==> src/rtl/quad_correct_stage.sv <==
// ----------------------------------------------------------------------------
// quad_correct_stage
//
// Purpose:
//   Output stage of a scale-free rotator. The rotator works only within the
//   first quadrant and passes a 2-bit quadrant code {d1,d0} alongside each
//   rotated vector. This stage folds the vector back into the requested
//   quadrant by swapping and negating components:
//     d1d0 = 00 : cos =  x, sin =  y
//     d1d0 = 01 : cos = -y, sin =  x
//     d1d0 = 10 : cos = -x, sin = -y
//     d1d0 = 11 : cos =  y, sin = -x
//   Negating the most negative Q2.14 value (0x8000) cannot be represented, so
//   it saturates to 0x7FFF and the sample is flagged with sat_out. Flagged
//   samples are counted in a saturating 8-bit counter.
//
//   Two-register valid/ready pipeline:
//     S1 captures {d1,d0,x_in,y_in}
//     S2 holds the corrected result and drives the outputs directly
//   so there is no combinational path from x_in/y_in to the outputs.
//
// Ports:
//   clk        in   1   clock, rising edge
//   rst_n      in   1   asynchronous active-low reset
//   in_valid   in   1   upstream presents a sample
//   in_ready   out  1   this stage accepts the sample this cycle
//   d1, d0     in   1   quadrant code
//   x_in,y_in  in   16  signed Q2.14 rotated vector
//   out_valid  out  1   corrected sample available
//   out_ready  in   1   downstream accepts the sample
//   cos_out    out  16  signed Q2.14 corrected cosine
//   sin_out    out  16  signed Q2.14 corrected sine
//   sat_out    out  1   the presented sample saturated during negation
//   sat_cnt    out  8   count of delivered saturated samples (holds at 255)
//   sat_clr    in   1   synchronous clear of sat_cnt (wins over increment)
// ----------------------------------------------------------------------------
module quad_correct_stage (
    input  logic        clk,
    input  logic        rst_n,
    input  logic        in_valid,
    output logic        in_ready,
    input  logic        d1,
    input  logic        d0,
    input  logic [15:0] x_in,
    input  logic [15:0] y_in,
    output logic        out_valid,
    input  logic        out_ready,
    output logic [15:0] cos_out,
    output logic [15:0] sin_out,
    output logic        sat_out,
    output logic [7:0]  sat_cnt,
    input  logic        sat_clr
);

    // Two's-complement negation with saturation.
    // Returns {saturated, value}; only 0x8000 saturates (to 0x7FFF).
    function automatic logic [16:0] sat_neg(input logic [15:0] v);
        logic [16:0] r;
        if (v == 16'h8000) begin
            r = {1'b1, 16'h7FFF};
        end else begin
            r = {1'b0, 16'h0000 - v};
        end
        return r;
    endfunction

    // ------------------------------------------------------------------
    // State
    // ------------------------------------------------------------------
    logic        s1_valid_q, s1_valid_d;
    logic [1:0]  s1_quad_q,  s1_quad_d;
    logic [15:0] s1_x_q,     s1_x_d;
    logic [15:0] s1_y_q,     s1_y_d;

    logic        s2_valid_q, s2_valid_d;
    logic [15:0] s2_cos_q,   s2_cos_d;
    logic [15:0] s2_sin_q,   s2_sin_d;
    logic        s2_sat_q,   s2_sat_d;

    logic [7:0]  sat_cnt_q,  sat_cnt_d;

    // ------------------------------------------------------------------
    // Combinational helpers
    // ------------------------------------------------------------------
    logic        adv1_s;
    logic        adv2_s;
    logic        in_ready_s;
    logic [16:0] neg_x_s;
    logic [16:0] neg_y_s;
    logic [15:0] corr_cos_s;
    logic [15:0] corr_sin_s;
    logic        corr_sat_s;
    logic        out_xfer_s;

    // Advance rules: S2 moves when empty or drained; S1 moves with S2.
    always_comb begin
        adv2_s     = (~s2_valid_q) | out_ready;
        adv1_s     = adv2_s;
        in_ready_s = (~s1_valid_q) | adv1_s;
    end

    // Stage-1 capture: load the upstream valid (and data on a real sample)
    // whenever this stage can accept.
    always_comb begin
        s1_valid_d = s1_valid_q;
        s1_quad_d  = s1_quad_q;
        s1_x_d     = s1_x_q;
        s1_y_d     = s1_y_q;
        if (in_ready_s) begin
            s1_valid_d = in_valid;
            if (in_valid) begin
                s1_quad_d = {d1, d0};
                s1_x_d    = x_in;
                s1_y_d    = y_in;
            end else begin
                s1_quad_d = s1_quad_q;
                s1_x_d    = s1_x_q;
                s1_y_d    = s1_y_q;
            end
        end else begin
            s1_valid_d = s1_valid_q;
        end
    end

    // Quadrant correction computed purely from S1 contents.
    always_comb begin
        neg_x_s    = sat_neg(s1_x_q);
        neg_y_s    = sat_neg(s1_y_q);
        corr_cos_s = s1_x_q;
        corr_sin_s = s1_y_q;
        corr_sat_s = 1'b0;
        case (s1_quad_q)
            2'b00: begin
                corr_cos_s = s1_x_q;
                corr_sin_s = s1_y_q;
                corr_sat_s = 1'b0;
            end
            2'b01: begin
                corr_cos_s = neg_y_s[15:0];
                corr_sin_s = s1_x_q;
                corr_sat_s = neg_y_s[16];
            end
            2'b10: begin
                corr_cos_s = neg_x_s[15:0];
                corr_sin_s = neg_y_s[15:0];
                corr_sat_s = neg_x_s[16] | neg_y_s[16];
            end
            2'b11: begin
                corr_cos_s = s1_y_q;
                corr_sin_s = neg_x_s[15:0];
                corr_sat_s = neg_x_s[16];
            end
            default: begin
                corr_cos_s = s1_x_q;
                corr_sin_s = s1_y_q;
                corr_sat_s = 1'b0;
            end
        endcase
    end

    // Stage-2 capture: take S1's valid on advance; data only moves when a
    // real sample advances so a stalled output stays bit-stable.
    always_comb begin
        s2_valid_d = s2_valid_q;
        s2_cos_d   = s2_cos_q;
        s2_sin_d   = s2_sin_q;
        s2_sat_d   = s2_sat_q;
        if (adv2_s) begin
            s2_valid_d = s1_valid_q;
            if (s1_valid_q) begin
                s2_cos_d = corr_cos_s;
                s2_sin_d = corr_sin_s;
                s2_sat_d = corr_sat_s;
            end else begin
                s2_cos_d = s2_cos_q;
                s2_sin_d = s2_sin_q;
                s2_sat_d = s2_sat_q;
            end
        end else begin
            s2_valid_d = s2_valid_q;
        end
    end

    // Saturation counter: clear beats increment, increment stops at 255.
    always_comb begin
        out_xfer_s = s2_valid_q & out_ready;
        sat_cnt_d  = sat_cnt_q;
        if (sat_clr) begin
            sat_cnt_d = 8'd0;
        end else if (out_xfer_s && s2_sat_q && (sat_cnt_q != 8'hFF)) begin
            sat_cnt_d = sat_cnt_q + 8'd1;
        end else begin
            sat_cnt_d = sat_cnt_q;
        end
    end

    // Pipeline and counter registers with asynchronous clear.
    always_ff @(posedge clk or negedge rst_n) begin
        if (!rst_n) begin
            s1_valid_q <= 1'b0;
            s1_quad_q  <= 2'b00;
            s1_x_q     <= 16'h0000;
            s1_y_q     <= 16'h0000;
            s2_valid_q <= 1'b0;
            s2_cos_q   <= 16'h0000;
            s2_sin_q   <= 16'h0000;
            s2_sat_q   <= 1'b0;
            sat_cnt_q  <= 8'd0;
        end else begin
            s1_valid_q <= s1_valid_d;
            s1_quad_q  <= s1_quad_d;
            s1_x_q     <= s1_x_d;
            s1_y_q     <= s1_y_d;
            s2_valid_q <= s2_valid_d;
            s2_cos_q   <= s2_cos_d;
            s2_sin_q   <= s2_sin_d;
            s2_sat_q   <= s2_sat_d;
            sat_cnt_q  <= sat_cnt_d;
        end
    end

    // Outputs come straight from S2 flops; in_ready is the only
    // combinational output (from state and out_ready).
    assign in_ready  = in_ready_s;
    assign out_valid = s2_valid_q;
    assign cos_out   = s2_cos_q;
    assign sin_out   = s2_sin_q;
    assign sat_out   = s2_sat_q;
    assign sat_cnt   = sat_cnt_q;

endmodule
==> config.mk <==
export PLATFORM = sky130hd
export DESIGN_NAME = quad_correct_stage
export DESIGN_NICKNAME = d
export VERILOG_FILES = /design/src/rtl/quad_correct_stage.sv
export SDC_FILE = /design/constraint.sdc
export NUM_CORES = 1
export LEC_CHECK = 0
export ABC_AREA = 0
export BUFFER_PORTS_ARGS = -buffer_cell sky130_fd_sc_hd__buf_2
export CAP_MARGIN = 20
export CORE_MARGIN = 3
export CORE_UTILIZATION = 50
export CTS_BUF_LIST = sky130_fd_sc_hd__clkbuf_16
export DETAILED_ROUTE_END_ITERATION = 16
export PLACE_DENSITY = 0.73
export SLEW_MARGIN = 20
export SYNTH_ARGS = -nofsm -noshare
export SYNTH_HDL_FRONTEND = slang
export SYNTH_SLANG_ARGS = --single-unit
==> constraint.sdc <==
create_clock -name clk -period 3.1 [get_ports clk]
set_input_delay 0.775 -clock clk [delete_from_list [all_inputs] [get_ports clk]]
set_output_delay 0.775 -clock clk [all_outputs]
set_load 0.005 [all_outputs]
* Yosys cells after proc, flatten, opt, wreduce, memory -nomap -nowiden
Index checks and enable logic that the tools add are counted.
** Word-level totals
- Output and inout port bits :: 43
- Flip-flop bits (word level) :: 77
- Input port bits :: 39
** Cells by class
- Reductions and logical operators :: 6
- $add $sub $neg :: 3
- Muxes and demuxes :: 7
- Bitwise logic cells :: 6
- Equal/unequal tests :: 6
** Operators by type and width (number)
- $pmux 16 s4 :: 2
- $mux 17 :: 2
- $eq 16x16->1 const B :: 2
- $sub 1x16->16 const A :: 2
- $mux 8 :: 2
- $add 8x1->8 const B :: 1
- $ne 8x8->1 const B :: 1
- $eq 2x2->1 const B :: 2
- $pmux 1 s4 :: 1
- $reduce_and 2->1 :: 2
- $or 1x1->1 :: 3
- $eq 2x1->1 const B :: 1
- $logic_and 1x1->1 :: 2
- $logic_not 2->1 :: 1
- $not 1->1 :: 2
- $reduce_bool 2->1 :: 1
- $and 1x1->1 :: 1

* Longest topological paths before layout
- Word-level depth :: 5
- Depth in mapped cells :: 10

* Least setup slack after synthesis
No wires, ideal clock.
- Path type :: reg-to-reg
- From :: reg s1_y_q[1]
- To :: reg s2_sin_q[13] (netlist: sin_out[13])
- Library setup time :: 0.087 ns
- Buffers on the path :: 3
- Data required time :: 3.013 ns
- Arrival time :: 2.390 ns
- Path slack :: 0.622 ns
- Clock period less this slack :: 2.478 ns
- Stages on the path, launching flop included :: 11
- Cells stage by stage :: dfrtp_1 > inv_1 > ha_1 > or3b_2 > buf_4 > or4_4 > buf_6 > buf_6 > a21oi_1 > o221ai_1 > o211ai_1
** Between the ends
- Longest elaborated chain between the ends :: 3
- Elaborated cells between the ends (all ways) :: 4
- Classes of those cells :: add/sub (1); eq/ne (1); mux (2)
** RTL lines
- start, declared :: RTL line 73 : logic [15:0] s1_y_q, s1_y_d;
- start signal, assigned :: RTL line 213 : s1_y_q <= s1_y_d;
- $sub 1x16->16 or $eq 16x16->1 (tied branches) :: RTL line 62, 59
- $mux 17 (*) :: RTL line 59 : if (v == 16'h8000) begin
- $pmux 16 s4 (*) :: RTL line 132 : case (s1_quad_q)
- end signal, assigned :: RTL line 216 : s2_sin_q <= s2_sin_d;
- end, declared :: RTL line 77 : logic [15:0] s2_sin_q, s2_sin_d;
Mark *: on every way between the ends. The rest lies on a longest branch, timed or not.
A chain may end at the register's enable or synchronous reset.

* Final worst setup path
- From :: reg s1_x_q[0]
- To :: reg s2_sin_q[14] (netlist: sin_out[14])
** Between the ends
- Longest elaborated chain between the ends :: 3
- Elaborated cells between the ends (all ways) :: 4
- Classes of those cells :: add/sub (1); eq/ne (1); mux (2)
** RTL lines
- start, declared :: RTL line 72 : logic [15:0] s1_x_q, s1_x_d;
- start signal, assigned :: RTL line 202 : s1_x_q <= 16'h0000;
- start signal, assigned :: RTL line 212 : s1_x_q <= s1_x_d;
- $sub 1x16->16 or $eq 16x16->1 (tied branches) :: RTL line 62, 59
- $mux 17 (*) :: RTL line 59
- $pmux 16 s4 (*) :: RTL line 132
Marked as above.

==> summary.md <==
| Metric | Value |
|---|---|
| Status | `finished clean` |
| Hold Crit Class | `flip-flop to flip-flop` |
| Compound-cell area share of the yosys netlist | `roughly a fifth` |
| Vias in the first global route | `a little over 4k` |
| Share of synthesized area spent on multiplexers | `under 10%` |
| Crit-path max cell delay | `around 0.64 ns` |
| Last weighted congestion value of the routability-driven placer | `0.968` |
| Type of element capturing the critical path | `flip-flop` |
| Worst setup SP type | `flip-flop` |
| R2R depth | `8` |
| Number of iterations in the first detailed-routing pass | `5` |
| Hold Fails Final Rpt | `0` |
| Post-layout minimum cycle time | `2.81 ns` |
| Final core area utilization | `60.6%` |
| Unrepaired setup endpoints after global routing | `no` |
| Kind of critical path | `flip-flop to flip-flop` |
| Layout overhead on the synthesized area | `16.3%` |
| Post-CTS Setup Repair Bufs | `0` |
| Clk buf depth | `2` |
| Largest net degree at the start of global routing | `78` |
| Rel. slew slack | `between 30% and 40%` |
| Ant diodes | `0` |
| Clock net sink count | `77` |
| Most frequent standard cell in the layout excluding fill and tap cells | `sky130_fd_sc_hd__buf_2` |
| Capturing point of the worst reg2reg path | `sin_out[14]` |
| Fraction of final layout cells with drive strength greater than 1 | `27.4%` |
| Final cell count without fillers | `slightly below 700` |
| Top cell family by delay on the critical path | `simple AND/OR/NAND/NOR gates` |
| Average via count per standard cell | `~6.3` |
| EDFF count, synth | `0` |
| Power per Cell Area | `between 600 and 700 nW/um2` |
| Number of distinct library cells after synthesis | `64` |
| Number of nets in the final layout | `approximately 600` |
| CTS tree | `yes` |
| Antenna violations before repair | `0` |
| Source-to-sink clock delay at the later pin of the worst-skew pair | `approximately 0.33 ns` |
| Post-CTS resize count | `0` |
| Asr flop ratio synth | `100%` |
| Share of synthesized area occupied by flip-flops and latches | `a little over two fifths` |
| Data required time of the worst path | `roughly 3.3 ns` |
| Post-route antenna net violation count | `0` |
| Total leakage power | `2.29 nW` |
| Post-Synthesis Mean Instance Area | `around 9.1 um2` |
| Clock slew seen by the registers of the worst setup and hold paths | `0.06 ns` |
| Final worst path period share | `between 90% and 100%` |
| Global-route wire length before repair | `about 21,000 um` |
| Total global routing overflow | `0` |
| Synth Instances | `506` |
| I/O Buffers | `81` |
| Number of rows created at floorplan | `34` |
| Hpwl dp | `approximately 9400 um` |
| Largest family of logic cells by synthesized area | `compound AO/OA/AOI/OAI gates` |
| Xor and xnor fraction of the mapped netlist area | `about 1.9%` |
| Sum of buffers and inverters on the critical path | `1` |
| CP max stage cell | `sky130_fd_sc_hd__or4b_2` |
| Beginning of the worst register-to-register path | `s1_x_q[0]` |
| Routed WL per cell | `19.1 um` |
| Worst Skew | `slightly above 0.005 ns` |
| Number of placed instances with taps included | `between 600 and 700` |
| Number of H-tree levels | `3` |
| Max FO, Critical Path | `9` |
| Remaining design rule violation count | `0` |
| Floorplan die area | `between 10,000 and 15,000 um2` |
| Worst R2R Setup Slack | `between 0.2 and 0.3 ns` |
| Upper clock frequency limit | `between 300 and 400 MHz` |
| Crit-path cells | `inv_1 -> ha_1 -> or4b_2 -> or3_1 -> nor4_1 -> nor2_1 -> o21ai_0 -> o211ai_1` |
| Transition time of the tightest slew-check pin | `0.943 ns` |
| Maximum VDD drop | `between 0.0002 and 0.0003 V` |
| Vert. Die Dim | `about 100 um` |
| Violation count after the first detailed-route iteration | `between 400 and 500` |
| Synthesized netlist net count | `548` |
| Total CTS buffers | `9` |
| Seq cells post-synth | `77` |
| Adder and majority gate portion of the synthesized area | `0.814%` |
| Sum Neg Setup Slack | `0 ns` |
| Crit path DAT | `around 3.0 ns` |
| Hold wc startpoint | `sin_out[0]` |
| Placeable Area | `between 8000 and 9000 um2` |
| Top library cells by usage in the layout, fill and taps aside | `sky130_fd_sc_hd__buf_2 (80), sky130_fd_sc_hd__dfrtp_1 (77), sky130_fd_sc_hd__nand2_1 (51)` |
| Total count of max-transition violations in the final report | `0` |
| Total routing usage reported by global routing | `about a quarter` |
| Boundary pin count | `82` |
| CTS Root Cell | `sky130_fd_sc_hd__clkbuf_16` |
| Max_cap viols | `0` |
| Synthesized area | `4610 um2` |
| End of the worst hold path | `sin_out[0]` |
| Overall via count from detail_route | `4,296` |
| Total length of routed wires | `13,000 um` |
| Die Wd | `102 um` |
| Synthesis Warnings | `0` |
| Count of endpoints failing setup in the final report | `0` |
| Hold buffers post-CTS | `0` |
| Initial Utilization | `a little over half` |
| Main flop type after synthesis | `sky130_fd_sc_hd__dfrtp_1` |
| Post-synthesis share of cell area spent on and, or, nand and nor gates | `about a fifth` |
| Hold Path Cell Cnt | `1` |
## where the power goes
| part | leakage (nW) | internal (mW) | switching, mW | total (mW) |
|---|---|---|---|---|
| clock network | 0.145 | 0.692 | 0.390 | 1.08 |
| registers | 0.925 | 1.20 | 0.226 | 1.43 |
| logic | 1.22 | 0.421 | 0.505 | 0.926 |
| total | 2.29 | 2.32 | 1.12 | 3.44 |
## layout make-up
| cell class | instances | area [um2] |
|---|---|---|
| clock buffers | 9 | 225 |
| clock inverters | 5 | 78.8 |
| multi-input cells | 376 | 2440 |
| well taps | 108 | 135 |
| repair buffers | 97 | 528 |
| fillers | 774 | 3490 |
| inverters | 8 | 30.0 |
| flip-flops and latches | 77 | 1930 |
## cells in the mapped netlist (all sizes together), types with 2 or more instances
library cell   n  area (um2)
nor3          20         105
xor2           6        52.6
a311oi         3        26.3
a31oi         14        87.6
dfrtp         77        1930
a32o           2        20.0
nand3          6        30.0
o21ai         33         165
or2            3        18.8
a22oi          4        30.0
xnor2          4        35.0
a221oi         2        17.5
nand3b         3        22.5
o211ai        11        82.6
nor4b          2        17.5
and3           4        25.0
and2           4        25.0
or4b           2        20.0
ha             3        37.5
or3           12        75.1
mux2          35         394
nor3b          3        22.5
nand2b         5        31.3
a21oi         38         194
a211o          3        26.3
inv            8        30.0
nor2          38         143
o22ai          4        25.0
o221ai        11        96.3
a21o           5        37.5
nor4           9        71.3
mux2i          5        50.1
nand4          5        31.3
nand2         51         191
or4            5        45.0
clkbuf        33         125
o311a          2        20.0
a31o           2        17.5
buf           12        90.1
o31ai          4        30.0
## flip-flops by register name, indices dropped and copies added (netlist names), 2 cells and up
register	count
s1_quad_q	2
s1_y_q	16
cos_out	16
s1_x_q	16
sin_out	16
sat_cnt	8
## kinds of logic after synthesis
| kind of cell | after synthesis |
|---|---|
| XOR/XNOR | 10 |
| AO/OA/AOI/OAI | 149 |
| AND/OR/NAND/NOR | 174 |
| adder cells (fa/ha/maj) | 3 |
| multiplexers | 40 |
| flip-flops | 77 |
| buffers and inverters | 53 |
## per-layer routing
layer | routed length (um) | share of wire, % | up-vias | track usage, %
met5 | 0 | 0 | - | 0
met4 | 238 | 1.8 | 0 | 8.48
met3 | 1010 | 7.8 | 22 | 5.46
met2 | 6070 | 47 | 190 | 41.9
met1 | 5680 | 44 | 2082 | 35.0
li1 | - | - | 2002 | -
## per-stage QoR
stage / hold WS (ns) / power, mW / setup WS [ns] / area [um2]
after global placement: 0.466 / 2.33 / 0.454 / 5060
after CTS: 0.486 / 3.45 / 0.336 / 5360
after floorplan: 0.471 / 1.97 / 0.622 / 4610
after detailed placement: 0.474 / 2.36 / 0.366 / 5060
final: 0.479 / 3.44 / 0.292 / 5360
after global routing: 0.499 / 3.63 / 0.0587 / 5360
## how the worst max path moves through the flow
| stage | cells past startpoint | end | slack, ns | startpoint |
|---|---|---|---|---|
| after CTS | 8 | sin_out[0] | 0.34 | s1_x_q[0] |
| after global placement | 7 | cos_out[5] | 0.45 | s1_y_q[1] |
| final | 8 | sin_out[14] | 0.29 | s1_x_q[0] |
| after detailed placement | 8 | sin_out[0] | 0.37 | s1_x_q[0] |
| after global routing | 8 | sin_out[0] | 0.06 | s1_x_q[0] |
| after floorplan | 10 | sin_out[13] | 0.62 | s1_y_q[1] |
(Power assumes the default switching activity.)
